==> config.mk <==
export PLATFORM = sky130hd
export DESIGN_NAME = cpz_timer_flat
export DESIGN_NICKNAME = d
export VERILOG_FILES = /design/src/rtl/cpz_timer_if.sv /design/src/rtl/cpz_timer.sv /design/src/flat_wrapper.sv
export SDC_FILE = /design/constraint.sdc
export NUM_CORES = 1
export LEC_CHECK = 0
export CORE_MARGIN = 5
export CORE_UTILIZATION = 40
export DETAILED_ROUTE_END_ITERATION = 10
export PLACE_DENSITY = 0.71
export SLEW_MARGIN = 20
export SYNTH_ARGS = -nofsm -noshare
export SYNTH_HDL_FRONTEND = slang
export SYNTH_SLANG_ARGS = --single-unit
==> constraint.sdc <==
create_clock -name clk -period 2.96 [get_ports clk]
set_input_delay 0.592 -clock clk [delete_from_list [all_inputs] [get_ports clk]]
set_output_delay 0.592 -clock clk [all_outputs]
set_load 0.03 [all_outputs]
==> src/rtl/cpz_timer_if.sv <==
// cpz_timer_if -- CP0 register access bus (mfc0 / mtc0).
//   addr    : CP0 register number
//   we      : mtc0 write enable
//   wd      : mtc0 write data
//   DataOut : mfc0 read data (combinational from the CP0 block)
// Modports: master = pipeline side, slave = CP0 block side.
interface cpz_timer_if;
  logic [4:0]  addr;
  logic        we;
  logic [31:0] wd;
  logic [31:0] DataOut;

  modport master (output addr, output we, output wd, input DataOut);
  modport slave  (input addr, input we, input wd, output DataOut);
endinterface

==> src/rtl/cpz_timer.sv <==
// cpz_timer -- MIPS-style coprocessor 0 with exception control and an
// optional Count/Compare timer.
// Ports:
//   clk        : single clock, all state changes on posedge
//   reset      : synchronous active-low reset
//   bus        : cpz_timer_if.slave (addr, we, wd, DataOut)
//   PC4M       : PC+4 of the M-stage instruction
//   ExcBD      : M-stage instruction sits in a branch delay slot
//   ExcCodeM   : synchronous exception code from M (0 = none)
//   BadVAddrM  : faulting address for AdEL/AdES
//   ERET       : eret in M
//   HWInt      : level-sensitive external interrupt lines
//   ExcHandle  : redirect to handler this cycle (combinational)
//   EPC        : exception return address
//   TimerIrq   : timer interrupt pending flag
// Configuration: define CPZ_TIMER_EN to build the Count/Compare timer.
// Without it, registers 9 and 11 read 0, ignore writes, and TimerIrq is 0.
module cpz_timer #(
  parameter int          NUM_HWINT = 5,
  parameter logic [31:0] PRID_VAL  = 32'h0001_BF52
) (
  input  logic                 clk,
  input  logic                 reset,
  cpz_timer_if.slave           bus,
  input  logic [31:0]          PC4M,
  input  logic                 ExcBD,
  input  logic [4:0]           ExcCodeM,
  input  logic [31:0]          BadVAddrM,
  input  logic                 ERET,
  input  logic [NUM_HWINT-1:0] HWInt,
  output logic                 ExcHandle,
  output logic [31:0]          EPC,
  output logic                 TimerIrq
);

  localparam logic [4:0] REG_BADVADDR = 5'd8;
  localparam logic [4:0] REG_COUNT    = 5'd9;
  localparam logic [4:0] REG_COMPARE  = 5'd11;
  localparam logic [4:0] REG_SR       = 5'd12;
  localparam logic [4:0] REG_CAUSE    = 5'd13;
  localparam logic [4:0] REG_EPC      = 5'd14;
  localparam logic [4:0] REG_PRID     = 5'd15;

  // Architectural state
  logic [31:0]          sr;
  logic                 causeBd;
  logic [1:0]           causeSw;
  logic [NUM_HWINT-1:0] causeHw;
  logic [4:0]           causeExc;
  logic [31:0]          epcReg;
  logic [31:0]          badVAddr;

  // Derived signals
  logic [4:0]  hwIpPad;
  logic [7:0]  ipVec;
  logic        intPending;
  logic        mtc0Ok;
  logic        timerBit;
  logic [31:0] countRd;
  logic [31:0] compareRd;
  logic [31:0] causeView;
  logic [31:0] epcNext;

  // Pad the registered hardware lines out to the five IP slots [14:10]
  always_comb begin
    hwIpPad = 5'd0;
    hwIpPad[NUM_HWINT-1:0] = causeHw;
  end

  // Interrupt/exception decision and derived values
  always_comb begin
    ipVec      = {timerBit, hwIpPad, causeSw};
    intPending = sr[0] & (|(ipVec & sr[15:8]));
    ExcHandle  = ~sr[1] & ((ExcCodeM != 5'd0) | intPending);
    // mtc0 loses to both an exception and an eret in the same cycle
    mtc0Ok     = bus.we & ~ExcHandle & ~ERET;
    causeView  = {causeBd, 15'd0, ipVec, 1'b0, causeExc, 2'b00};
    // Word-align PC+4, then step back to the faulting (or branch) instruction
    epcNext    = (PC4M & 32'hFFFF_FFFC) - (ExcBD ? 32'd8 : 32'd4);
  end

  // mfc0 read mux
  always_comb begin
    case (bus.addr)
      REG_BADVADDR: bus.DataOut = badVAddr;
      REG_COUNT:    bus.DataOut = countRd;
      REG_COMPARE:  bus.DataOut = compareRd;
      REG_SR:       bus.DataOut = sr;
      REG_CAUSE:    bus.DataOut = causeView;
      REG_EPC:      bus.DataOut = epcReg;
      REG_PRID:     bus.DataOut = PRID_VAL;
      default:      bus.DataOut = 32'd0;
    endcase
  end

  // SR / Cause / EPC / BadVAddr update: exception > eret > mtc0
  always_ff @(posedge clk) begin
    if (!reset) begin
      sr       <= 32'h0000_FF11;
      causeBd  <= 1'b0;
      causeSw  <= 2'b00;
      causeHw  <= '0;
      causeExc <= 5'd0;
      epcReg   <= 32'd0;
      badVAddr <= 32'd0;
    end else begin
      causeHw <= HWInt;
      if (ExcHandle) begin
        sr[1]    <= 1'b1;
        causeBd  <= ExcBD;
        causeExc <= intPending ? 5'd0 : ExcCodeM;
        epcReg   <= epcNext;
        if (!intPending && ((ExcCodeM == 5'd4) || (ExcCodeM == 5'd5))) begin
          badVAddr <= BadVAddrM;
        end
      end else if (ERET) begin
        sr[1] <= 1'b0;
      end else if (mtc0Ok) begin
        case (bus.addr)
          REG_SR:    sr      <= bus.wd;
          REG_CAUSE: causeSw <= bus.wd[9:8];
          REG_EPC:   epcReg  <= bus.wd;
          default:   ;
        endcase
      end
    end
  end

  assign EPC = epcReg;

`ifdef CPZ_TIMER_EN
  logic [31:0] count;
  logic [31:0] compare;
  logic        timerIrqR;

  // Free-running Count, Compare register and sticky match flag
  always_ff @(posedge clk) begin
    if (!reset) begin
      count     <= 32'd0;
      compare   <= 32'd0;
      timerIrqR <= 1'b0;
    end else begin
      if (mtc0Ok && (bus.addr == REG_COUNT)) begin
        count <= bus.wd;
      end else begin
        count <= count + 32'd1;
      end
      // A Compare write acknowledges the interrupt, even against a match
      if (mtc0Ok && (bus.addr == REG_COMPARE)) begin
        compare   <= bus.wd;
        timerIrqR <= 1'b0;
      end else if (count == compare) begin
        timerIrqR <= 1'b1;
      end
    end
  end

  assign timerBit  = timerIrqR;
  assign countRd   = count;
  assign compareRd = compare;
`else
  assign timerBit  = 1'b0;
  assign countRd   = 32'd0;
  assign compareRd = 32'd0;
`endif

  assign TimerIrq = timerBit;

endmodule
==> src/flat_wrapper.sv <==
// flat-port wrapper written by rule: the top's interface ports become plain ports
module cpz_timer_flat 
#(
  parameter int          NUM_HWINT = 5,
  parameter logic [31:0] PRID_VAL  = 32'h0001_BF52
)
  (clk, reset, PC4M, ExcBD, ExcCodeM, BadVAddrM, ERET, HWInt, ExcHandle, EPC, TimerIrq, bus_addr, bus_we, bus_wd, bus_DataOut);
  cpz_timer_if bus_i ();
  input  logic clk;
  input  logic reset;
  input  logic [31:0] PC4M;
  input  logic ExcBD;
  input  logic [4:0] ExcCodeM;
  input  logic [31:0] BadVAddrM;
  input  logic ERET;
  input  logic [NUM_HWINT-1:0] HWInt;
  output logic ExcHandle;
  output logic [31:0] EPC;
  output logic TimerIrq;
  input wire logic [$bits(bus_i.addr)-1:0] bus_addr;
  input wire logic [$bits(bus_i.we)-1:0] bus_we;
  input wire logic [$bits(bus_i.wd)-1:0] bus_wd;
  output wire logic [$bits(bus_i.DataOut)-1:0] bus_DataOut;
  assign bus_i.addr = bus_addr;
  assign bus_i.we = bus_we;
  assign bus_i.wd = bus_wd;
  assign bus_DataOut = bus_i.DataOut;
  cpz_timer #(.NUM_HWINT(NUM_HWINT), .PRID_VAL(PRID_VAL)) u_core (.clk(clk), .reset(reset), .bus(bus_i), .PC4M(PC4M), .ExcBD(ExcBD), .ExcCodeM(ExcCodeM), .BadVAddrM(BadVAddrM), .ERET(ERET), .HWInt(HWInt), .ExcHandle(ExcHandle), .EPC(EPC), .TimerIrq(TimerIrq));
endmodule
**Word level (Yosys, flattened, before mapping)**

Index checks and enable logic that the tools add are counted.

- Memory bits (writable): 0
- Word-level logic and storage cells: 51
- Memories: 0
- Output and inout bits: 66
- Input bits: 116
- Bits in read-only memories: 0
- Latch bits: 0
- Flip-flop bits (word level): 109

- Eq/ne operators: 8
- Bitwise operators: 9
- Order comparisons: 0
- Multipliers: 0
- Shift operators: 0
- Reductions and logical operators: 14
- Add/subtract/negate cells: 1
- Div/mod/pow operators: 0
- Mux-type cells: 11

Operators with widths:

| operator | count |
|---|---|
| one-hot mux 32 bit (5 select lines) | 1 |
| 2-to-1 mux 32 bit | 4 |
| subtractor 32 bit | 1 |
| equality test 5 x 4 -> 1 bit (second input constant) | 5 |
| equality test 5 x 3 -> 1 bit (second input constant) | 2 |
| bitwise AND 7 x 8 -> 8 bit | 1 |
| AND reduction 4 bit | 2 |
| OR reduction 8 bit | 1 |
| nonzero test 3 bit | 2 |
| 2-to-1 mux 5 bit | 1 |
| nonzero test 5 bit | 1 |
| bitwise AND 1 bit | 4 |
| 2-to-1 mux 2 bit | 2 |
| 2-to-1 mux 4 bit | 1 |
| AND reduction 2 bit | 2 |
| nonzero test 2 bit | 2 |
| NOT 1 bit | 3 |
| AND reduction 3 bit | 1 |
| 2-to-1 mux 1 bit | 2 |
| inequality test 2 x 1 -> 1 bit (second input constant) | 1 |
| logical AND 1 bit | 1 |
| logical NOT 1 bit | 1 |
| logical OR 1 bit | 1 |
| bitwise OR 1 bit | 1 |

**Longest topological paths before layout**

Gate-level depths: netlist (run 1).

- Depth in word-level cells: 11
- Mapped depth: 8
- Gate-level depth less buffers: 8

**Worst setup path before layout (run 1)**

No wires, ideal clock.

- Path kind: input -> output
- Start point: input bus_addr[2]
- End point: output bus_DataOut[0]
- Stages on the path: 5
- Slack: 0.039 ns
- Path buffers: 3
- Data required time: 2.368 ns
- Arrival time: 2.329 ns
- Path through: buf_2 > buf_1 > buf_2 > mux2i_1 > o21ai_0

- Word-level cells in the longest chain between the ends: 2
- Elaborated cells between the ends (all ways): 6
- Those cells by class: 5 x eq/ne; 1 x mux

RTL lines:

| element | line | RTL |
|---|---|---|
| from (decl) | flat_wrapper.sv:20 | `input wire logic [$bits(bus_i.addr)-1:0] bus_addr;` |
| equality test 5 x 4 -> 1 bit | cpz_timer.sv:84 | `case (bus.addr)` |
| one-hot mux 32 bit (5 select lines) * | cpz_timer.sv:84 |  |
| to (decl) | flat_wrapper.sv:23 | `output wire logic [$bits(bus_i.DataOut)-1:0] bus_DataOut;` |

Mark *: on every way between the ends. The rest lies on a longest branch, timed or not.

**Final worst setup path (run 1)**

- Start point: input bus_addr[3]
- End point: output bus_DataOut[22]

Same word-level chain as after synthesis.

==> impl_metrics.csv, run 1 <==
group,metric,value,unit
outcome,outcome,"finished clean",
timing,hold_viol_final,0,
yosys,yosysSeqAreaShare,0.385,
setup_path,r2r_cells,7,
setup_path,reg2reg_slack,720,ps
die,design.die.area,0.0166,mm²
die,coreArea,0.0139,mm²
die,start_util,0.408,
timing,fin_worst_skew,10.2,ps
clocking,cts_made_buffers,9,
routing,viasPerCell,5.45,
setup_path,crit_fanout,16,
routing,drtIter0Drc,606,
clocking,hold_buffers,0,
routing,wl,20000,µm
clocking,clockBufferDepth,2,
cells_and_area,final_cell_mix,"clkdlybuf4s50_1 (141), nand2_1 (121), dfxtp_1 (109)",
clocking,cts_tree,"yes",
die,die_x,129,µm
pwr,power_density,433,mW/mm²
yosys,yosys_warnings,0,
global_route,globalRouteTotalUtil,0.234,
setup_path,cp.required,2370,ps
timing,fin_setup_tns,0,ps
timing,fin_hold_ws,457,ps
pwr,ir_worst_vdd,0.294,mV
clocking,cts_root_buffer,"clkbuf_16",
setup_path,cp-end-kind,"primary output",
cells_and_area,fin_util,0.598,
yosys,synth_cell_types,54,
yosys,synth_edf_count,0,
global_route,grt_max_degree,85,
yosys,syn-num-nets,806,
setup_path,crit_type,"input pin to primary output",
timing,finalCritPeriodShare,0.980,
timing,finalSetupViolCount,0,
yosys,synth_ff_type,"dfxtp_1",
die,die_h,129,µm
cells_and_area,final_common_cell,"clkdlybuf4s50_1",
hold_path,hp-class,"register to register",
timing,min_period,2900,ps
clocking,htreeDepth,3,
pwr,p_leak,3.14,nW
cells_and_area,fillers,1250,
placement,dpl.hpwl,14900,µm
timing,slew_violations,0,
placement,place_congestion,0.891,
timing,relSlewSlack,0.457,
setup_path,cp.arrival,2310,ps
yosys,postSynthCellCount,687,
yosys,yosys.area.top_type_share,0.385,
timing,setup_ws,57.8,ps
setup_path,crit_path_start_kind,"input pin",
yosys,synth.area.top_cells,"dfxtp_1 (39%), mux2i_1 (11%), o21ai_0 (8.3%)",
yosys,ys_seq_elements,109,
pwr,finalPower,0.00359,W
timing,tightest_slew,811,ps
global_route,grt-ovfl-total,0,
placement,io_buffers,178,
setup_path,crit_path_cell_trace,"clkdlybuf4s50_1, or4b_4, buf_12, o21ai_0, buf_4",
cells_and_area,area_growth,46.4,%
timing,rsz0062_at_grt,"no",
hold_path,hold_path_depth,2,
die,io_pins,182,
yosys,netlist_area,0.00567,mm²
setup_path,critPathSlowestCell,"or4b_4",
routing,first_pass_iters,5,
placement,preCtsSetupSlack,-84.7,ps
routing,detail-route-antenna-nets,0,
yosys,yosys.area.top_type,"dfxtp_1",
global_route,antenna_found_initial,1,
global_route,grt_pass1_wl,30400,µm
timing,max_freq,345,MHz
clocking,clock_latency,360,ps
clocking,clk_pin_slew,80,ps
setup_path,crit_buf_inv,3,
cells_and_area,nets,985,
routing,drcViolationCount,0,
die,num_rows,43,
clocking,cts_sinks,109,
yosys,postSynthAreaPerCell,8.25,µm²
routing,num_vias,5735,
setup_path,cp_top_family,"buffers and inverters",
yosys,synthArstFlopShare,0,
run,maxCapViolations,0,
setup_path,max_stage_delay,530,ps
setup_path,crit_cells,5,
routing,post_drt_wl_per_cell,19.0,µm
cells_and_area,drive_gt1_frac,0.149,
global_route,grt_pass1_vias,5509,
-- layer usage --
| layer | global-route usage | up-vias | wire [µm] |
|---|---|---|---|
| li1 | - | 2794 | - |
| met1 | 0.336 | 2679 | 9020 |
| met2 | 0.346 | 233 | 9050 |
| met3 | 0.0478 | 29 | 1470 |
| met4 | 0.0846 | 0 | 427 |
| met5 | 0 | - | 0 |
-- through the flow --
step | area, µm² | cells
2_1_floorplan | 5670 | 687
3_3_place_gp | 7880 | 1032
3_5_place_dp | 7880 | 1032
4_1_cts | 8240 | 1049
5_1_grt | 8300 | 1052
6_report | 8300 | 1052
-- Yosys cell counts (8+ instances only) --
master	count
nor3_1	8
xor2_1	13
a22oi_1	8
clkbuf_1	43
dfxtp_1	109
nand3_1	61
mux2i_1	61
a221o_1	8
nand2_1	121
a21oi_1	18
xnor2_1	9
nor2_1	12
o211a_1	8
mux2_2	14
and2_1	8
o21ai_0	94
-- area by class of cell --
cell class,count,area [µm²],area share
Sequential cell,109,2180,0.263
Clock buffer,11,243,0.0293
Multi-Input combinational cell,519,3320,0.400
Clock inverter,5,67.6,0.00814
Timing Repair Buffer,222,2240,0.270
Antenna cell,1,2.50,0.000302
Inverter,5,18.8,0.00226
Tap cell,180,225,0.0271
-- path summary, 6_finish.rpt --
path                         startpoint                    endpoint
max                         bus_addr[3]             bus_DataOut[22]
min           u_core.sr[6]$_SDFFE_PN0P_   u_core.sr[6]$_SDFFE_PN0P_
max reg2reg  u_core.sr[12]$_SDFFE_PN1P_  u_core.EPC[4]$_SDFFE_PN0P_
min reg2reg   u_core.sr[6]$_SDFFE_PN0P_   u_core.sr[6]$_SDFFE_PN0P_
-- kinds of logic (layout without fill, tap and decap cells) --
| kind of cell | after synthesis | in the layout | synth area share |
|---|---|---|---|
| adder cells (fa/ha/maj) | 3 | 3 | 0.00795 |
| buffers and inverters | 59 | 243 | 0.0413 |
| AO/OA/AOI/OAI | 156 | 156 | 0.163 |
| AND/OR/NAND/NOR | 262 | 262 | 0.232 |
| XOR/XNOR | 22 | 22 | 0.0340 |
| other | 1 | 2 | 0.000662 |
| multiplexers | 75 | 75 | 0.136 |
| flip-flops | 109 | 109 | 0.385 |
-- flip-flops by register name, indices dropped and copies added, names as in the netlist --
register         cells
u_core.causeBd       1
u_core.causeSw       2
u_core.causeHw       5
u_core.causeExc      5
u_core.sr           32
u_core.EPC          32
u_core.badVAddr     32
-- where the power goes --
group	internal [W]	switching [W]
registers	0.00152	0.0000565
logic	0.000358	0.000379
clock network	0.000693	0.000585
-- what timing repair did --
| action | 4_1_cts | 5_1_grt |
|---|---|---|
| buffers inserted | 0 | 2 |
| pin swaps | 2 | 4 |
| gates cloned | 1 | 0 |
| endpoints found under the setup margin | 19 | 25 |
| gates resized for setup | 6 | 18 |
-- tightest hold or removal path: cells and delay by family (launching register included) --
family | cells | cell delay [ps]
DFF | 1 | 320
and+or+nand+nor | 1 | 60
AOI/OAI and AO/OA | 1 | 50
Power figures use the tool's default switching activity.
==> run 2: changes to the inputs <==
- RECOVER_POWER: not set -> 25
==> run 2 against run 1 <==
The run now ends with max-capacitance violations, max-slew violations left. Clock-buffer cell count did not move. Total power fell by 0.53%. Worst hold slack about the same. Critical path depth stayed put. Combinational power shrank 2%. Wire length barely moved. Sequential power barely moved. Non-clock buffer count did not move. Clock power hardly changed. Global-route usage unchanged. Highest routed layer unchanged.
==> impl_metrics.csv, run 2 (same netlist as run 1, synthesis figures left out) <==
group,metric,value,unit
outcome,outcome,"finished, violations left",
outcome,violations,"max-capacitance violations, max-slew violations",
clocking,cts_sinks,109,
timing,setup_ws,72.5,ps
timing,tightest_slew,2020,ps
clocking,clock_latency,360,ps
setup_path,cp_top_family,"buffers and inverters",
setup_path,cp.arrival,2300,ps
die,io_pins,182,
routing,first_pass_iters,5,
cells_and_area,fin_util,0.597,
pwr,p_leak,3.19,nW
cells_and_area,stdcell_count,1052,
timing,finalCritPeriodShare,0.976,
routing,num_vias,5771,
placement,dpl.hpwl,14900,µm
placement,io_buffers,178,
cells_and_area,fillers,1252,
routing,met2_length,9100,µm
pwr,ir_worst_vdd,0.293,mV
timing,relSlewSlack,-0.347,
placement,preCtsSetupSlack,-84.7,ps
die,design.die.area,0.0166,mm²
placement,dpl.cell_count,1032,
routing,viasPerCell,5.49,
clocking,htreeDepth,3,
timing,fin_worst_skew,10.8,ps
routing,wl,20000,µm
global_route,grt_max_degree,85,
cells_and_area,final_cell_mix,"nand2_1 (121), clkdlybuf4s50_1 (111), dfxtp_1 (109)",
timing,slew_violations,47,
global_route,grt_pass1_vias,5509,
clocking,clockBufferDepth,2,
run,maxCapViolations,1,
global_route,globalRouteTotalUtil,0.234,
clocking,cts_root_buffer,"clkbuf_16",
clocking,cts_tree,"yes",
setup_path,crit_path_cell_trace,"clkdlybuf4s50_1, or4b_4, buf_12, o21ai_0, buf_4",
routing,wl_met1,9040,µm
die,die_h,129,µm
routing,wl_met3,1380,µm
cells_and_area,ff_latch_area,0.00218,mm²
routing,drtIter0Drc,609,
pwr,power_density,431,mW/mm²
routing,post_drt_wl_per_cell,19.0,µm
hold_path,hp-class,"register to register",
clocking,clk_pin_slew,80,ps
setup_path,crit_path_start_kind,"input pin",
routing,drcViolationCount,0,
global_route,grt_pass1_wl,30400,µm
cells_and_area,final_cell_area,0.00829,mm²
timing,min_period,2890,ps
setup_path,crit_type,"input pin to primary output",
placement,place_area,0.00788,mm²
setup_path,crit_fanout,16,
global_route,antenna_found_initial,1,
cells_and_area,nets,985,
clocking,cts_made_buffers,9,
setup_path,cp.required,2370,ps
routing,detail-route-antenna-nets,0,
timing,max_freq,346,MHz
timing,hold_viol_final,0,
cells_and_area,area_growth,46.3,%
die,start_util,0.408,
setup_path,max_stage_delay,530,ps
die,die_x,129,µm
setup_path,cp-end-kind,"primary output",
setup_path,critPathSlowestCell,"or4b_4",
die,coreArea,0.0139,mm²
timing,rsz0062_at_grt,"no",
clocking,hold_buffers,0,
cells_and_area,multi_input_area,0.00332,mm²
die,num_rows,43,
timing,finalSetupViolCount,0,
placement,place_congestion,0.891,
routing,top_layer,"met4",
global_route,grt-ovfl-total,0,
setup_path,crit_buf_inv,3,
cells_and_area,drive_gt1_frac,0.148,
cells_and_area,final_common_cell,"nand2_1",
timing,fin_hold_ws,458,ps
[run 2: cell type report]
| class | count | share of cell area |
|---|---|---|
| flip-flops and latches | 109 | 0.263 |
| repair buffers | 222 | 0.269 |
| diodes | 1 | 0.000302 |
| inverters | 5 | 0.00226 |
| multi-input cells | 519 | 0.400 |
| clock inverters | 5 | 0.00815 |
| clock buffers | 11 | 0.0293 |
| well taps | 180 | 0.0272 |
[run 2: through the flow]
| step | TNS [ps] | power [W] |
|---|---|---|
| 6_report | 0 | 0.00357 |
| 4_1_cts | 0 | 0.00359 |
| 3_5_place_dp | -982 | 0.00233 |
| 3_3_place_gp | -377 | 0.00232 |
| 2_1_floorplan | 0 | 0.00193 |
| 5_1_grt | 0 | 0.00369 |
[run 2: what timing repair did]
| item | in CTS | in global routing |
|---|---|---|
| gates resized for setup | 6 | 18 |
| setup buffers | 0 | 2 |
| cloned | 1 | 0 |
| pin swaps | 2 | 4 |
| setup endpoints to repair | 19 | 25 |
[run 2: path summary, 6_finish.rpt]
path / startpoint / endpoint / slack [ps] / depth (start not counted)
max: bus_addr[3] / bus_DataOut[22] / 70 / 5
min: u_core.sr[6]$_SDFFE_PN0P_ / u_core.sr[6]$_SDFFE_PN0P_ / 460 / 2
max reg2reg: u_core.sr[12]$_SDFFE_PN1P_ / u_core.EPC[4]$_SDFFE_PN0P_ / 720 / 7
min reg2reg: u_core.sr[6]$_SDFFE_PN0P_ / u_core.sr[6]$_SDFFE_PN0P_ / 460 / 2
[run 2: report_power, final]
part | leakage, nW | total (W) | switching [W] | internal [W]
logic | 2.15 | 0.000722 | 0.000379 | 0.000343
registers | 0.889 | 0.00158 | 0.0000549 | 0.00152
clock network | 0.152 | 0.00128 | 0.000582 | 0.000693
total | 3.19 | 0.00357 | 0.00102 | 0.00256
[run 2: worst min-delay path: cells and delay by family (launching register included)]
| family | cells | cell delay (ps) |
|---|---|---|
| AOI/OAI and AO/OA | 1 | 50 |
| DFF | 1 | 320 |
| and+or+nand+nor | 1 | 60 |
[run 2: per-layer routing]
metal  track usage  vias to the layer above
li1              -                     2801
met1         0.336                     2717
met2         0.346                      224
met3        0.0478                       29
met4        0.0846                        0
met5             0                        -
